`config.mk`:
```
export PLATFORM = sky130hd
export DESIGN_NAME = spike_rate_decoder
export DESIGN_NICKNAME = d
export VERILOG_FILES = /design/src/rtl/eif_pkg.sv /design/src/rtl/spike_rate_decoder_isi_timer.sv /design/src/rtl/spike_rate_decoder.sv
export SDC_FILE = /design/constraint.sdc
export NUM_CORES = 1
export LEC_CHECK = 0
export ABC_AREA = 1
export ABC_CLOCK_PERIOD_IN_PS = 1850
export BUFFER_PORTS_ARGS = -buffer_cell sky130_fd_sc_hd__buf_2
export CAP_MARGIN = 5
export CORE_ASPECT_RATIO = 1.75
export CORE_MARGIN = 1.5
export CORE_UTILIZATION = 50
export CTS_CLUSTER_DIAMETER = 150
export DETAILED_ROUTE_END_ITERATION = 8
export GPL_ROUTABILITY_DRIVEN = 0
export PLACE_DENSITY = 0.72
export SLEW_MARGIN = 10
export SYNTH_ARGS = -nofsm -noshare
export SYNTH_HDL_FRONTEND = slang
export SYNTH_SLANG_ARGS = --single-unit
```
`constraint.sdc`:
```
create_clock -name clk -period 1.85 [get_ports clk]
set_clock_uncertainty 0.05 [all_clocks]
set_input_delay 0.0925 -clock clk [delete_from_list [all_inputs] [get_ports clk]]
set_output_delay 0.0925 -clock clk [all_outputs]
set_load 0.005 [all_outputs]
```
`src/rtl/eif_pkg.sv`:
```
// -----------------------------------------------------------------------------
// eif_pkg
// Shared definitions for the spike rate decoder.
//   isi_state_t  : ISI tracking state (IDLE / ARMED / TRACK)
//   WIN_LOG2_DEF : default log2 of the measurement window length in cycles
//   CNT_W_DEF    : default width of the rate / ISI result fields
// -----------------------------------------------------------------------------
package eif_pkg;

   typedef enum logic [1:0] {
      IDLE  = 2'd0,   // no spike event since reset
      ARMED = 2'd1,   // one event seen, ISI timer running
      TRACK = 2'd2    // two or more events seen, isi is meaningful
   } isi_state_t;

   localparam int WIN_LOG2_DEF = 8;
   localparam int CNT_W_DEF    = 8;

endpackage

```
`src/rtl/spike_rate_decoder_isi_timer.sv`:
```
// -----------------------------------------------------------------------------
// isi_timer
// Saturating cycle counter that measures the interval between spike events.
// Ports:
//   clk     in   clock, rising edge
//   rst     in   synchronous active-high reset, clears count to 0
//   en      in   advance / restart allowed only when high (otherwise frozen)
//   restart in   load 1 on this edge (the event cycle itself is interval 0)
//   count   out  CNT_W-bit cycle count, sticks at all-ones
// -----------------------------------------------------------------------------
module isi_timer
   import eif_pkg::*;
#(
   parameter int CNT_W = CNT_W_DEF
) (
   input  logic             clk,
   input  logic             rst,
   input  logic             en,
   input  logic             restart,
   output logic [CNT_W-1:0] count
);

   function automatic logic [CNT_W-1:0] sat_inc(input logic [CNT_W-1:0] v);
      return (v == {CNT_W{1'b1}}) ? v : v + 1'b1;
   endfunction

   always_ff @(posedge clk) begin
      if (rst) begin
         count <= '0;
      end else if (en) begin
         if (restart) count <= CNT_W'(1);
         else         count <= sat_inc(count);
      end
   end

endmodule

```
`src/rtl/spike_rate_decoder.sv`:
```
// -----------------------------------------------------------------------------
// spike_rate_decoder
// Counts rising edges of a neuron spike line over fixed windows of
// 2^WIN_LOG2 cycles and publishes the count (and optionally the most recent
// inter-spike interval) through a valid/ready result port.
//
// Optional feature macro: ISI_MEASURE_EN
//   defined   : ISI timer, tracking state machine and isi register are built
//   undefined : isi is tied to 0, rate path identical
//
// Parameters:
//   WIN_LOG2  window length = 2^WIN_LOG2 cycles (4..16)
//   CNT_W     width of rate / isi
// Ports:
//   clk       in   clock, rising edge
//   rst       in   synchronous active-high reset
//   ena       in   measurement enable; 0 freezes all counters and state
//   spike_in  in   spike level from the neuron
//   rate      out  event count of the last completed window
//   isi       out  last inter-spike interval in cycles (captured at each wrap)
//   out_valid out  rate/isi hold an unconsumed result
//   out_ready in   consumer accepts when out_valid && out_ready
//   overrun   out  sticky: a result was overwritten before acceptance
// -----------------------------------------------------------------------------
module spike_rate_decoder
   import eif_pkg::*;
#(
   parameter int WIN_LOG2 = WIN_LOG2_DEF,
   parameter int CNT_W    = CNT_W_DEF
) (
   input  logic             clk,
   input  logic             rst,
   input  logic             ena,
   input  logic             spike_in,
   output logic [CNT_W-1:0] rate,
   output logic [CNT_W-1:0] isi,
   output logic             out_valid,
   input  logic             out_ready,
   output logic             overrun
);

   localparam logic [WIN_LOG2-1:0] WIN_LAST = {WIN_LOG2{1'b1}};

   function automatic logic [CNT_W-1:0] sat_inc(input logic [CNT_W-1:0] v);
      return (v == {CNT_W{1'b1}}) ? v : v + 1'b1;
   endfunction

   logic                spike_p0;   // one-cycle registered copy of spike_in
   logic                evt;
   logic                wrap;
   logic [WIN_LOG2-1:0] win_cnt;
   logic [CNT_W-1:0]    evt_cnt;
   logic [CNT_W-1:0]    evt_total;

   // An event in the wrap cycle belongs to the closing window, so the value
   // loaded into rate already includes it.
   assign evt       = ena & spike_in & ~spike_p0;
   assign wrap      = ena & (win_cnt == WIN_LAST);
   assign evt_total = evt ? sat_inc(evt_cnt) : evt_cnt;

   // ---- stage p0: edge register, window/event counters, result handshake ----
   always_ff @(posedge clk) begin
      if (rst) begin
         spike_p0  <= 1'b0;
         win_cnt   <= '0;
         evt_cnt   <= '0;
         rate      <= '0;
         out_valid <= 1'b0;
         overrun   <= 1'b0;
      end else begin
         spike_p0 <= spike_in;
         if (ena) begin
            win_cnt <= win_cnt + 1'b1;
            evt_cnt <= wrap ? '0 : evt_total;
         end
         if (wrap) begin
            rate      <= evt_total;
            out_valid <= 1'b1;
            if (out_valid && !out_ready) overrun <= 1'b1;
         end else if (out_valid && out_ready) begin
            out_valid <= 1'b0;
         end
      end
   end

`ifdef ISI_MEASURE_EN
   isi_state_t       state, state_nxt;
   logic [CNT_W-1:0] isi_cnt;
   logic [CNT_W-1:0] isi_last, isi_nxt;

   isi_timer #(.CNT_W(CNT_W)) u_isi_timer (
      .clk     (clk),
      .rst     (rst),
      .en      (ena),
      .restart (evt),
      .count   (isi_cnt)
   );

   // isi_last follows every event; the isi output is only refreshed on a wrap
   // so that rate and isi change together and stay stable while out_valid=1.
   always_ff @(posedge clk) begin
      if (rst) begin
         state    <= IDLE;
         isi_last <= '0;
         isi      <= '0;
      end else begin
         state    <= state_nxt;
         isi_last <= isi_nxt;
         if (wrap) isi <= isi_nxt;
      end
   end

   always_comb begin
      state_nxt = state;
      isi_nxt   = isi_last;
      if (evt) begin
         case (state)
            IDLE:    state_nxt = ARMED;
            ARMED: begin
               state_nxt = TRACK;
               isi_nxt   = isi_cnt;
            end
            TRACK:   isi_nxt   = isi_cnt;
            default: state_nxt = IDLE;
         endcase
      end
   end
`else
   assign isi = '0;
`endif

endmodule
```
Yosys cells after proc, flatten, opt, wreduce, memory -nomap -nowiden

Cells that the tools add are included.

$add $sub $neg: 2
Equal/unequal tests: 2
Muxes and demuxes: 5
Bitwise operators: 4
Reductions and logical operators: 5

Operator list:

| operator                                                       | count |
|---|---|
| 8-bit 2-to-1 mux                                               | 3 |
| 8-bit by 1-bit adder with 8-bit output (second input constant) | 2 |
| 8-bit == test (second input constant)                          | 2 |
| 1-bit AND                                                      | 3 |
| 1-bit logical AND                                              | 2 |
| 1-bit 2-to-1 mux                                               | 2 |
| 2-bit AND reduction                                            | 1 |
| 2-bit nonzero test                                             | 1 |
| 1-bit logical NOT                                              | 1 |
| 1-bit NOT                                                      | 1 |

Bits in registers: 27
Input bits: 5
Output and inout bits: 18
Word-level logic and storage cells: 24

Longest topological paths before layout

Gate-level depths: netlist of run 1.

Word-level depth: 4
Gate-level depth with buffers: 9
Gate-level depth less buffers: 9

Worst setup path after synthesis of run 1

Ideal clock, no wire load.

Path type: register -> register
Start point: reg win_cnt[0]
End point: reg rate[5]
Setup time: 0.112 ns
Arrival time: 1.189 ns
Data required time: 1.688 ns
Path slack: 0.500 ns
Cell stages (with the launch flop): 8
Buffers on the path: 1
Clock period less this slack: 1.350 ns
Cells stage by stage: dfxtp_1 > ha_1 > nand3_4 > nor2_4 > nand4_4 > buf_6 > nor2_1 > nor2_1

Longest elaborated chain between the ends: 2

Ends and longest elaborated chain:

| what                   | line                     | source |
|---|---|---|
| start, declared        | spike_rate_decoder.sv:51 | `logic [WIN_LOG2-1:0] win_cnt;` |
| start signal, assigned | spike_rate_decoder.sv:73 | `win_cnt <= win_cnt + 1'b1;` |
| 8-bit == test          | spike_rate_decoder.sv:58 | `assign wrap = ena & (win_cnt == WIN_LAST);` |
| 1-bit AND              | spike_rate_decoder.sv:58 |  |
| end signal, assigned   | spike_rate_decoder.sv:77 | `rate <= evt_total;` |
| end, declared          | spike_rate_decoder.sv:35 | `output logic [CNT_W-1:0] rate,` |

Every way passes these cells.
A chain may end at the register's enable or synchronous reset.

Worst setup path after layout of run 1

Start point: reg win_cnt[0]
End point: reg rate[1]

Same word-level chain as after synthesis.

==> key figures, run 1 <==
Layout
  • N_diodes: 0
  • Area grow syn2layout: 6.377%
  • Fraction of layout cells with a size suffix above 1: 0.1013
  • Final non-filler cell total: 254
  • Final net count: 235

Critical path
  • R2r setup slk: 0.28 ns
  • Critical Path AT: 1.73 ns
  • Crit path launch type: register
  • R2r endpoint: rate[1]
  • Kind of cell adding the most delay to the critical path: simple AND/OR/NAND/NOR gates
  • Crit Path Max Fanout: 11
  • WP buf/inv: 2
  • Data required, critical path: 2.01 ns
  • R2R depth: 7
  • Worst R2R Start: win_cnt[0]
  • CP max-delay cell: dfxtp_1
  • CP endpoint kind: register
  • Largest stage delay, worst path: 0.37 ns
  • Critical-path cell list: ha_1 -> inv_1 -> nor2_1 -> nand3_1 -> inv_1 -> nand3_1 -> a21oi_1
  • Crit path kind: register to register

CTS
  • Root buffer cell: clkbuf_8
  • Worst-path clk slew: 0.09 ns
  • Skew-Pair Late Insertion Delay: 0.27 ns
  • Post-CTS sizing: 0
  • CTS max path bufs: 2
  • Cts bufs inserted: 3
  • Number of H-tree levels: 1
  • CTS tree: yes
  • CTS Sinks: 27

Worst hold path
  • Hold Crit Start: out_ready
  • Worst hold stages: 6
  • Min-delay worst type: input port to register
  • Hold Crit Endpoint: out_valid

Yosys
  • Post-Synthesis Cells: 214
  • Seq cells post-synth: 27
  • Yosys Warn Count: 0
  • Yosys cell types: 24
  • Seq/Total Area, Yosys: 0.3826
  • Post-Syn Area per Cell: 6.601 µm²
  • Mapped cell area: 1413 µm²

Detailed routing
  • WL/cell: 9.866 µm
  • Initial DRT Pass Iterations: 4
  • Post-Route WL: 2.506 mm
  • Initial DRC Count: 14
  • ANT nets after route: 0
  • Via density per instance: 4.752
  • Drt drc: 0
  • Via count: 1,207

Power and ir drop
  • VDD IR max: 0.0004214 V
  • Part of the power in combinational logic: 0.058
  • Power Dens Cells: 654.8 nW/µm²
  • Int Power: 0.7588 mW
  • Seq pwr share: 0.606
  • Lkg Pwr: 0.7362 nW
  • Sw frac: 0.2289
  • Clock power share: 0.335
  • Sw Pwr: 0.2252 mW

STA
  • Max Clk Rate: 0.6376 GHz
  • WHS: 0.1025 ns
  • Final period util: 0.8477
  • Final setup viols: 0
  • Setup TNS: 0 ns
  • RSZ-0062 raised after global routing: no
  • Pins Over Slew Limit: 0
  • Crit path time final: 1.568 ns
  • Final Hold Fails: 0

GRT
  • Vias in the first global route: 1,070
  • All-layer global routing usage: 0.1830
  • First-pass GRT wire length: 4.429 mm
  • Total grt overflow: 0
  • Pin count of the biggest net entering global routing: 16
  • Initial antenna violation count: 0

Place
  • Buffers added on ports: 14
  • Placed Cells: 249
  • DPL Wire Length: 1.901 mm

Floorplan
  • Die height: 73.32 µm
  • Core ar.: 2690 µm²
  • Initial Utilization: 0.5251
  • Die Area: 3166 µm²
  • I/O pins: 23
  • Die width: 43.18 µm
  • Row count: 25

Status
  • Outcome: completed

Job
  • MaxCap Viol Count: 0
==> cell usage in the layout (no fill, tap or decap) <==
| master | n |
|---|---|
| dfxtp_1 | 27 |
| nand3b_1 | 1 |
| xnor2_1 | 1 |
| nand3_1 | 16 |
| inv_1 | 29 |
| nor2_4 | 2 |
| and3_1 | 1 |
| o21a_1 | 2 |
| nor2_1 | 43 |
| clkbuf_8 | 3 |
| nand2_2 | 1 |
| nor3_1 | 1 |
| buf_2 | 14 |
| nand4_4 | 1 |
| o21ai_0 | 3 |
| a21oi_1 | 7 |
| o21ai_1 | 1 |
| nand3_4 | 1 |
| nand4_1 | 1 |
| dlygate4sd3_1 | 1 |
| ha_1 | 2 |
| nand2_1 | 60 |
| conb_1 | 8 |
| clkinv_2 | 1 |
==> flip-flops by register name, indices dropped and copies added (netlist names) <==
| register | count |
|---|---|
| rate | 8 |
| out_valid | 1 |
| overrun | 1 |
| spike_p0 | 1 |
| win_cnt | 8 |
| evt_cnt | 8 |
==> metrics by stage <==
stage	utilization	setup WS, ns	area (µm²)	total power [mW]
after floorplan	-	0.4999	1439	0.6662
after global placement	0.5377	0.3637	1446	0.6656
after detailed placement	0.5377	0.2913	1446	0.6665
after CTS	0.5586	0.2715	1503	0.9950
after global routing	0.5586	0.1280	1503	1.025
final	0.5586	0.2817	1503	0.9840
==> worst min-delay path, cell delays in order <==
cell,delay (ns)
buf_2,0.07
inv_1,0.03
nand2_1,0.06
nand2_1,0.05
nand2_1,0.05
inv_1,0.03
==> area by class of cell <==
cell class,instances,area (µm²)
multi-input cells,152,693.2
clock buffers,3,41.29
well taps,27,33.78
clock inverters,1,5.005
fillers,276,1187
flip-flops and latches,27,540.5
repair buffers,15,80.08
inverters,29,108.9
==> cell families after synthesis <==
logic type / after synthesis / share of synthesized area
simple gates: 128 / 0.3959
buf+inv: 42 / 0.1453
flops: 27 / 0.3826
compound gates: 13 / 0.04959
fa+ha+maj: 2 / 0.01771
xor+xnor: 1 / 0.006201
other cells: 1 / 0.002655
==> power by group through the flow <==
stage               clock [mW]  combinational [mW]  sequential [mW]
detailed placement           0              0.0560            0.611
floorplan                    0              0.0572            0.609
finish                   0.330              0.0573            0.597
CTS                      0.340              0.0579            0.597
global placement             0              0.0553            0.610
global route             0.359              0.0673            0.598
==> worst max-delay path by stage <==
stage                           from      end  slack (ns)  cells past startpoint
final                     win_cnt[0]  rate[1]        0.28                      7
after global routing      win_cnt[0]  rate[1]        0.13                      7
after CTS                 win_cnt[0]  rate[1]        0.27                      7
after detailed placement  win_cnt[0]  rate[1]        0.29                      7
after global placement    win_cnt[0]  rate[1]        0.36                      7
after floorplan           win_cnt[0]  rate[5]        0.50                      7
==> synthesized netlist by cell type (all sizes together) <==
cell type,n,area [µm²]
clkbuf,1,3.750
ha,2,25.02
dfxtp,27,540.5
o21ai,4,20.01
nor3,1,5.000
nand3b,1,7.510
buf,12,92.59
and3,1,6.260
o21a,2,15.01
nor2,45,183.9
xnor2,1,8.760
conb,1,3.750
nand2,61,231.5
nand3,17,97.60
a21oi,7,35.03
inv,29,108.9
nand4,2,27.53
==> what timing repair did <==
action | CTS | global route
buffers inserted | 0 | 0
hold endpoints to repair | 1 | 0
hold buffers | 1 | 0
==> per-layer routing <==
| layer | up-vias | part of all wire | global-route usage |
|---|---|---|---|
| met5 | - | 0 | 0 |
| met4 | 0 | 0.030 | 0.1145 |
| met3 | 6 | 0.012 | 0.01474 |
| met2 | 13 | 0.51 | 0.3250 |
| met1 | 527 | 0.45 | 0.2034 |
| li1 | 661 | - | - |
No activity file was read; power rests on OpenSTA's default activity.
==> run 2: changes to the inputs <==
Settings changed: ABC_CLOCK_PERIOD_IN_PS 1850 to 1540.
Clock period 1.85 ns to 1.54 ns, I/O delays scaled along.
==> key figures, run 2 (synthesis results as in run 1) <==
Detailed routing
  • Via count: 1,232 (was 1,207)
  • WL/cell: 10.18 µm (was 9.866 µm)
  • Via density per instance: 4.775 (was 4.752)
  • Initial DRT Pass Iterations: 4 (unchanged)
  • Initial DRC Count: 8 (was 14)
  • Post-Route WL: 2.626 mm (was 2.506 mm)
  • ANT nets after route: 0 (unchanged)
  • Drt drc: 0 (unchanged)

Power and ir drop
  • VDD IR max: 0.0007407 V (was 0.0004214 V)
  • Seq pwr share: 0.599 (was 0.606)
  • Part of the power in combinational logic: 0.062 (was 0.058)
  • Lkg Pwr: 0.7647 nW (was 0.7362 nW)
  • Power Dens Cells: 764.6 nW/µm² (was 654.8 nW/µm²)
  • Clock power share: 0.340 (was 0.335)
  • Sw frac: 0.2348 (was 0.2289)
  • Int Power: 0.9202 mW (was 0.7588 mW)
  • Sw Pwr: 0.2823 mW (was 0.2252 mW)

Critical path
  • CP endpoint kind: register (unchanged)
  • Crit path kind: register to register (unchanged)
  • Critical Path AT: 1.56 ns (was 1.73 ns)
  • Crit Path Max Fanout: 8 (was 11)
  • Crit path launch type: register (unchanged)
  • Data required, critical path: 1.72 ns (was 2.01 ns)

Status
  • Outcome: completed (unchanged)

STA
  • WHS: 0.07144 ns (was 0.1025 ns)
  • Pins Over Slew Limit: 0 (unchanged)
  • RSZ-0062 raised after global routing: no (unchanged)
  • Final setup viols: 0 (unchanged)
  • Crit path time final: 1.386 ns (was 1.568 ns)
  • Final WS setup: 0.1538 ns (was 0.2817 ns)
  • Max Clk Rate: 0.7214 GHz (was 0.6376 GHz)
  • Setup TNS: 0 ns (unchanged)
  • Final period util: 0.9001 (was 0.8477)
  • Final Hold Fails: 0 (unchanged)

Layout
  • Register Area: 544.3 µm² (was 540.5 µm²)
  • Fraction of layout cells with a size suffix above 1: 0.1472 (was 0.1013)
  • Regs by FF count: evt_cnt (8), rate (8), win_cnt (8) (unchanged)
  • Area grow syn2layout: 11.34% (was 6.377%)
  • Design Area, Final: 1573 µm² (was 1503 µm²)
  • Multi-input logic area: 734.5 µm² (was 693.2 µm²)
  • Most frequent cells in the layout: nand2_1, nor2_1, inv_1 (unchanged)
  • Most common cell after layout, fill and taps aside: nand2_1 (unchanged)
  • Final net count: 239 (was 235)
  • N_diodes: 0 (unchanged)
  • Filler cell count in the final layout: 287 (was 276)
  • Fin util: 0.5847 (was 0.5586)

CTS
  • Cts bufs inserted: 3 (unchanged)
  • CTS Sinks: 27 (unchanged)
  • CTS max path bufs: 2 (unchanged)
  • Worst-path clk slew: 0.09 ns (about the same)
  • Number of H-tree levels: 1 (unchanged)
  • Skew-Pair Late Insertion Delay: 0.28 ns (was 0.27 ns)
  • CTS tree: yes (unchanged)
  • Root buffer cell: clkbuf_8 (unchanged)

Floorplan
  • I/O pins: 23 (unchanged)
  • Die width: 43.18 µm (unchanged)
  • Die height: 73.32 µm (unchanged)
  • Die Area: 3166 µm² (unchanged)
  • Core ar.: 2690 µm² (unchanged)
  • Initial Utilization: 0.5251 (unchanged)
  • Row count: 25 (unchanged)

GRT
  • Vias in the first global route: 1,050 (was 1,070)
  • Total grt overflow: 0 (unchanged)
  • All-layer global routing usage: 0.1829 (was 0.1830)
  • Pin count of the biggest net entering global routing: 17 (was 16)
  • First-pass GRT wire length: 4.443 mm (was 4.429 mm)
  • Initial antenna violation count: 0 (unchanged)

Place
  • Dpl ws: 0.06575 ns (was 0.2913 ns)
  • DPL Wire Length: 1.936 mm (was 1.901 mm)
  • Buffers added on ports: 14 (unchanged)
  • DP Area: 1469 µm² (was 1446 µm²)

Worst hold path
  • Min-delay worst type: input port to register (unchanged)

Job
  • MaxCap Viol Count: 0 (unchanged)
run 2: power groups by stage:
stage	Clock (mW)	Combinational (mW)	Sequential [mW]
after floorplan	0	0.0687	0.732
after global placement	0	0.0699	0.733
after detailed placement	0	0.0703	0.733
after CTS	0.428	0.0724	0.717
after global routing	0.454	0.0875	0.722
final	0.408	0.0740	0.720
run 2: final cells by class:
| class | instances | area share |
|---|---|---|
| Sequential cell | 27 | 0.3461 |
| Inverter | 29 | 0.06921 |
| Clock inverter | 1 | 0.004773 |
| Clock buffer | 3 | 0.02625 |
| Tap cell | 27 | 0.02148 |
| Timing Repair Buffer | 18 | 0.06523 |
| Multi-Input combinational cell | 153 | 0.4670 |
run 2: final timing paths:
kind / startpoint / to / slack [ns] / cells past startpoint
max: win_cnt[0] / rate[3] / 0.15 / 7
min: ena / win_cnt[0] / 0.07 / 2
max reg2reg: win_cnt[0] / rate[3] / 0.15 / 7
min reg2reg: overrun / overrun / 0.42 / 2
run 2: critical path: stages (launching register included):
cell     delay [ns]
dfxtp_2        0.38
ha_4           0.17
nand3_4        0.09
nor2_4         0.22
nand4_4        0.19
nand2_1        0.10
nand2_1        0.05
nor2_1         0.10
run 2: per-layer routing:
layer,wire (µm),global-route usage
met5,0,0
met4,65,0.1010
met3,59,0.02703
met2,1399,0.3201
met1,1102,0.2062
run 2: through the flow:
stage / power (mW) / cells
global placement: 0.8030 / 252
CTS: 1.217 / 257
global route: 1.263 / 258
finish: 1.203 / 258
detailed placement: 0.8037 / 252
floorplan: 0.8004 / 221
run 2: what timing repair did:
action | CTS | global route
gates resized for setup | 0 | 9
buffers inserted | 0 | 0
hold buffers | 1 | 0
hold endpoints to repair | 1 | 0
endpoints found under the setup margin | 0 | 18
==> run 3: changes to the inputs <==
Settings changed: ABC_AREA 1 to default, PLACE_DENSITY 0.72 to 0.73.
==> key figures, run 3 <==
Yosys
  • Yosys Warn Count: 0 (unchanged)
  • EDFF count, synth: 0 (unchanged)
  • Post-Syn Area per Cell: 9.078 µm² (was 6.601 µm²)
  • Seq cells post-synth: 27 (unchanged)
  • Post-synth top flop: dfxtp_1 (unchanged)
  • Synth top area share: 0.4477 (was 0.3826)
  • Synth async-reset ratio: 0 (unchanged)
  • Most frequent cells after synthesis: dfxtp_1, nor2_1, buf_4, nor3_1, nand2b_1 (was nand2_1, nor2_1, inv_1)
  • Top post-synthesis cells by area: dfxtp_1, mux2i_1, buf_4 (was dfxtp_1, nand2_1, nor2_1)
  • Seq/Total Area, Yosys: 0.4477 (was 0.3826)
  • Cell with the most instances after synthesis: dfxtp_1 (was nand2_1)
  • Cell taking the most area after synthesis: dfxtp_1 (unchanged)
  • Post-Synthesis Cells: 133 (was 214)
  • Yosys cell types: 33 (was 24)
  • Mapped cell area: 1207 µm² (was 1413 µm²)

Critical path
  • R2r endpoint: rate[7] (was rate[3])
  • CP endpoint kind: register (unchanged)
  • WP depth: 5 (was 7)
  • WP buf/inv: 1 (was 0)
  • Kind of cell adding the most delay to the critical path: compound AO/OA/AOI/OAI gates (was simple AND/OR/NAND/NOR gates)
  • Critical Path AT: 1.59 ns (was 1.56 ns)
  • Worst R2R Start: evt_cnt[1] (was win_cnt[0])
  • Critical-path cell list: buf_4 -> and4_1 -> nand4_1 -> a211oi_1 -> o32ai_1 (was ha_4 -> nand3_4 -> nor2_4 -> nand4_4 -> nand2_1 -> nand2_1 -> nor2_1)
  • R2R depth: 5 (was 7)
  • Data required, critical path: 1.65 ns (was 1.72 ns)
  • Crit path launch type: register (unchanged)
  • Largest stage delay, worst path: 0.36 ns (was 0.38 ns)
  • R2r setup slk: 0.05 ns (was 0.15 ns)
  • CP max-delay cell: dfxtp_2 (unchanged)
  • Crit path kind: register to register (unchanged)
  • Crit Path Max Fanout: 3 (was 8)

Layout
  • N_diodes: 0 (unchanged)
  • Fraction of layout cells with a size suffix above 1: 0.2468 (was 0.1472)
  • Final non-filler cell total: 183 (was 258)
  • Regs by FF count: evt_cnt (8), rate (8), win_cnt (8) (unchanged)
  • Area grow syn2layout: 17.82% (was 11.34%)
  • Final net count: 166 (was 239)
  • Most common cell after layout, fill and taps aside: dfxtp_1 (was nand2_1)
  • Most frequent cells in the layout: dfxtp_1, buf_2, buf_4 (was nand2_1, nor2_1, inv_1)

CTS
  • CTS max path bufs: 2 (unchanged)
  • CTS Sinks: 27 (unchanged)
  • Skew-Pair Late Insertion Delay: 0.27 ns (was 0.28 ns)
  • Cts bufs inserted: 3 (unchanged)
  • Number of H-tree levels: 1 (unchanged)
  • CTS tree: yes (unchanged)
  • Setup bufs post-CTS: 0 (unchanged)
  • Worst-path clk slew: 0.09 ns (about the same)
  • Root buffer cell: clkbuf_8 (unchanged)
  • Post-cts hold buffer count: 0 (was 1)

Worst hold path
  • Hold Crit Start: spike_in (was ena)
  • Hold Crit Endpoint: spike_p0 (was win_cnt[0])
  • Min-delay worst type: input port to register (unchanged)
  • Worst hold stages: 2 (unchanged)

Detailed routing
  • Drt drc: 0 (unchanged)
  • ANT nets after route: 0 (unchanged)
  • Via density per instance: 5.557 (was 4.775)
  • Via count: 1,017 (was 1,232)
  • Initial DRT Pass Iterations: 4 (unchanged)
  • Initial DRC Count: 24 (was 8)
  • Post-Route WL: 2.483 mm (was 2.626 mm)
  • WL/cell: 13.57 µm (was 10.18 µm)

STA
  • Final setup viols: 0 (unchanged)
  • Pins Over Slew Limit: 0 (unchanged)
  • Max Clk Rate: 0.6730 GHz (was 0.7214 GHz)
  • Setup TNS: 0 ns (unchanged)
  • Final Hold Fails: 0 (unchanged)
  • RSZ-0062 raised after global routing: yes (was no)
  • Crit path time final: 1.486 ns (was 1.386 ns)
  • Final period util: 0.9649 (was 0.9001)

GRT
  • Vias in the first global route: 964 (was 1,050)
  • Pin count of the biggest net entering global routing: 28 (was 17)
  • Total grt overflow: 0 (unchanged)
  • First-pass GRT wire length: 4.015 mm (was 4.443 mm)
  • Initial antenna violation count: 0 (unchanged)
  • All-layer global routing usage: 0.2106 (was 0.1829)

Place
  • Placed Cells: 179 (was 252)
  • DPL Wire Length: 1.927 mm (was 1.936 mm)
  • Buffers added on ports: 14 (unchanged)

Floorplan
  • Initial Utilization: 0.5245 (was 0.5251)
  • Die width: 40.15 µm (was 43.18 µm)
  • Row count: 23 (was 25)
  • Die height: 68.01 µm (was 73.32 µm)
  • I/O pins: 23 (unchanged)
  • Core ar.: 2302 µm² (was 2690 µm²)
  • Die Area: 2730 µm² (was 3166 µm²)

Power and ir drop
  • Lkg Pwr: 0.6026 nW (was 0.7647 nW)
  • Power Dens Cells: 835.5 nW/µm² (was 764.6 nW/µm²)
  • VDD IR max: 0.0008191 V (was 0.0007407 V)
  • Overall Power: 1.189 mW (was 1.203 mW)

Status
  • Outcome: completed (unchanged)

Job
  • MaxCap Viol Count: 0 (unchanged)
[run 3: changes by cell type in the layout (fill, tap and decap cells not counted), moves of 6 or more]
cell | previous run | this run
buf_4 | 3 | 14
mux2i_1 | 0 | 6
nand3_1 | 16 | 4
nand2_1 | 59 | 6
inv_1 | 29 | 2
nor2_1 | 41 | 13
nand2b_1 | 0 | 7
nor3_1 | 1 | 8
[run 3: report_power, final]
group	leakage, nW	switching [mW]	total, mW	internal [mW]
clock	0.0228	0.209	0.395	0.185
sequential	0.220	0.00807	0.717	0.709
combinational	0.360	0.0426	0.0772	0.0346
[run 3: what timing repair did]
action	in CTS	in global routing
resized for setup	1	8
gates cloned	0	0
pin swaps	0	4
setup endpoints to repair	3	11
[run 3: layout make-up]
cell class | count | area (µm²)
inverters | 2 | 7.507
clock buffers | 4 | 45.04
multi-input cells | 97 | 619.3
repair buffers | 28 | 175.2
fillers | 217 | 879.6
well taps | 25 | 31.28
flip-flops and latches | 27 | 544.3
[run 3: worst max path at each step]
stage / slack (ns) / start / end
final: 0.05 / evt_cnt[1] / rate[7]
after global routing: -0.0001 / evt_cnt[1] / rate[1]
after CTS: 0.02 / evt_cnt[0] / rate[4]
after detailed placement: -0.04 / evt_cnt[0] / rate[1]
after global placement: 0.03 / evt_cnt[0] / rate[4]
after floorplan: 0.03 / evt_cnt[0] / rate[1]
[run 3: logic make-up (layout without fill, tap and decap cells)]
logic type	count (synthesis)	after routing	synth area share
AOI/OAI and AO/OA	18	18	0.09327
xor gates and xnor gates	7	7	0.05078
adders and majority gates	2	2	0.02072
buffers and inverters	16	34	0.08290
DFF	27	27	0.4477
muxes	6	6	0.04974
other	1	8	0.003106
and+or+nand+nor	56	56	0.2518
[run 3: per-stage QoR]
stage / worst slack (ns) / hold WS, ns / cell area (µm²) / util
floorplan: 0.03110 / 0.1552 / 1234 / -
global placement: 0.02971 / 0.2746 / 1348 / 0.5853
detailed placement: -0.03825 / 0.3010 / 1348 / 0.5853
CTS: 0.02144 / 0.02525 / 1393 / 0.6049
global route: -0.0001388 / 0.02264 / 1423 / 0.6179
finish: 0.05411 / 0.02328 / 1423 / 0.6179
[run 3: per-layer routing]
metal,global-route usage,part of all wire,up-vias
li1,-,-,503
met4,0.07759,0.018,0
met1,0.2140,0.37,491
met5,0,0,-
met3,0.02922,0.019,6
met2,0.3992,0.59,17
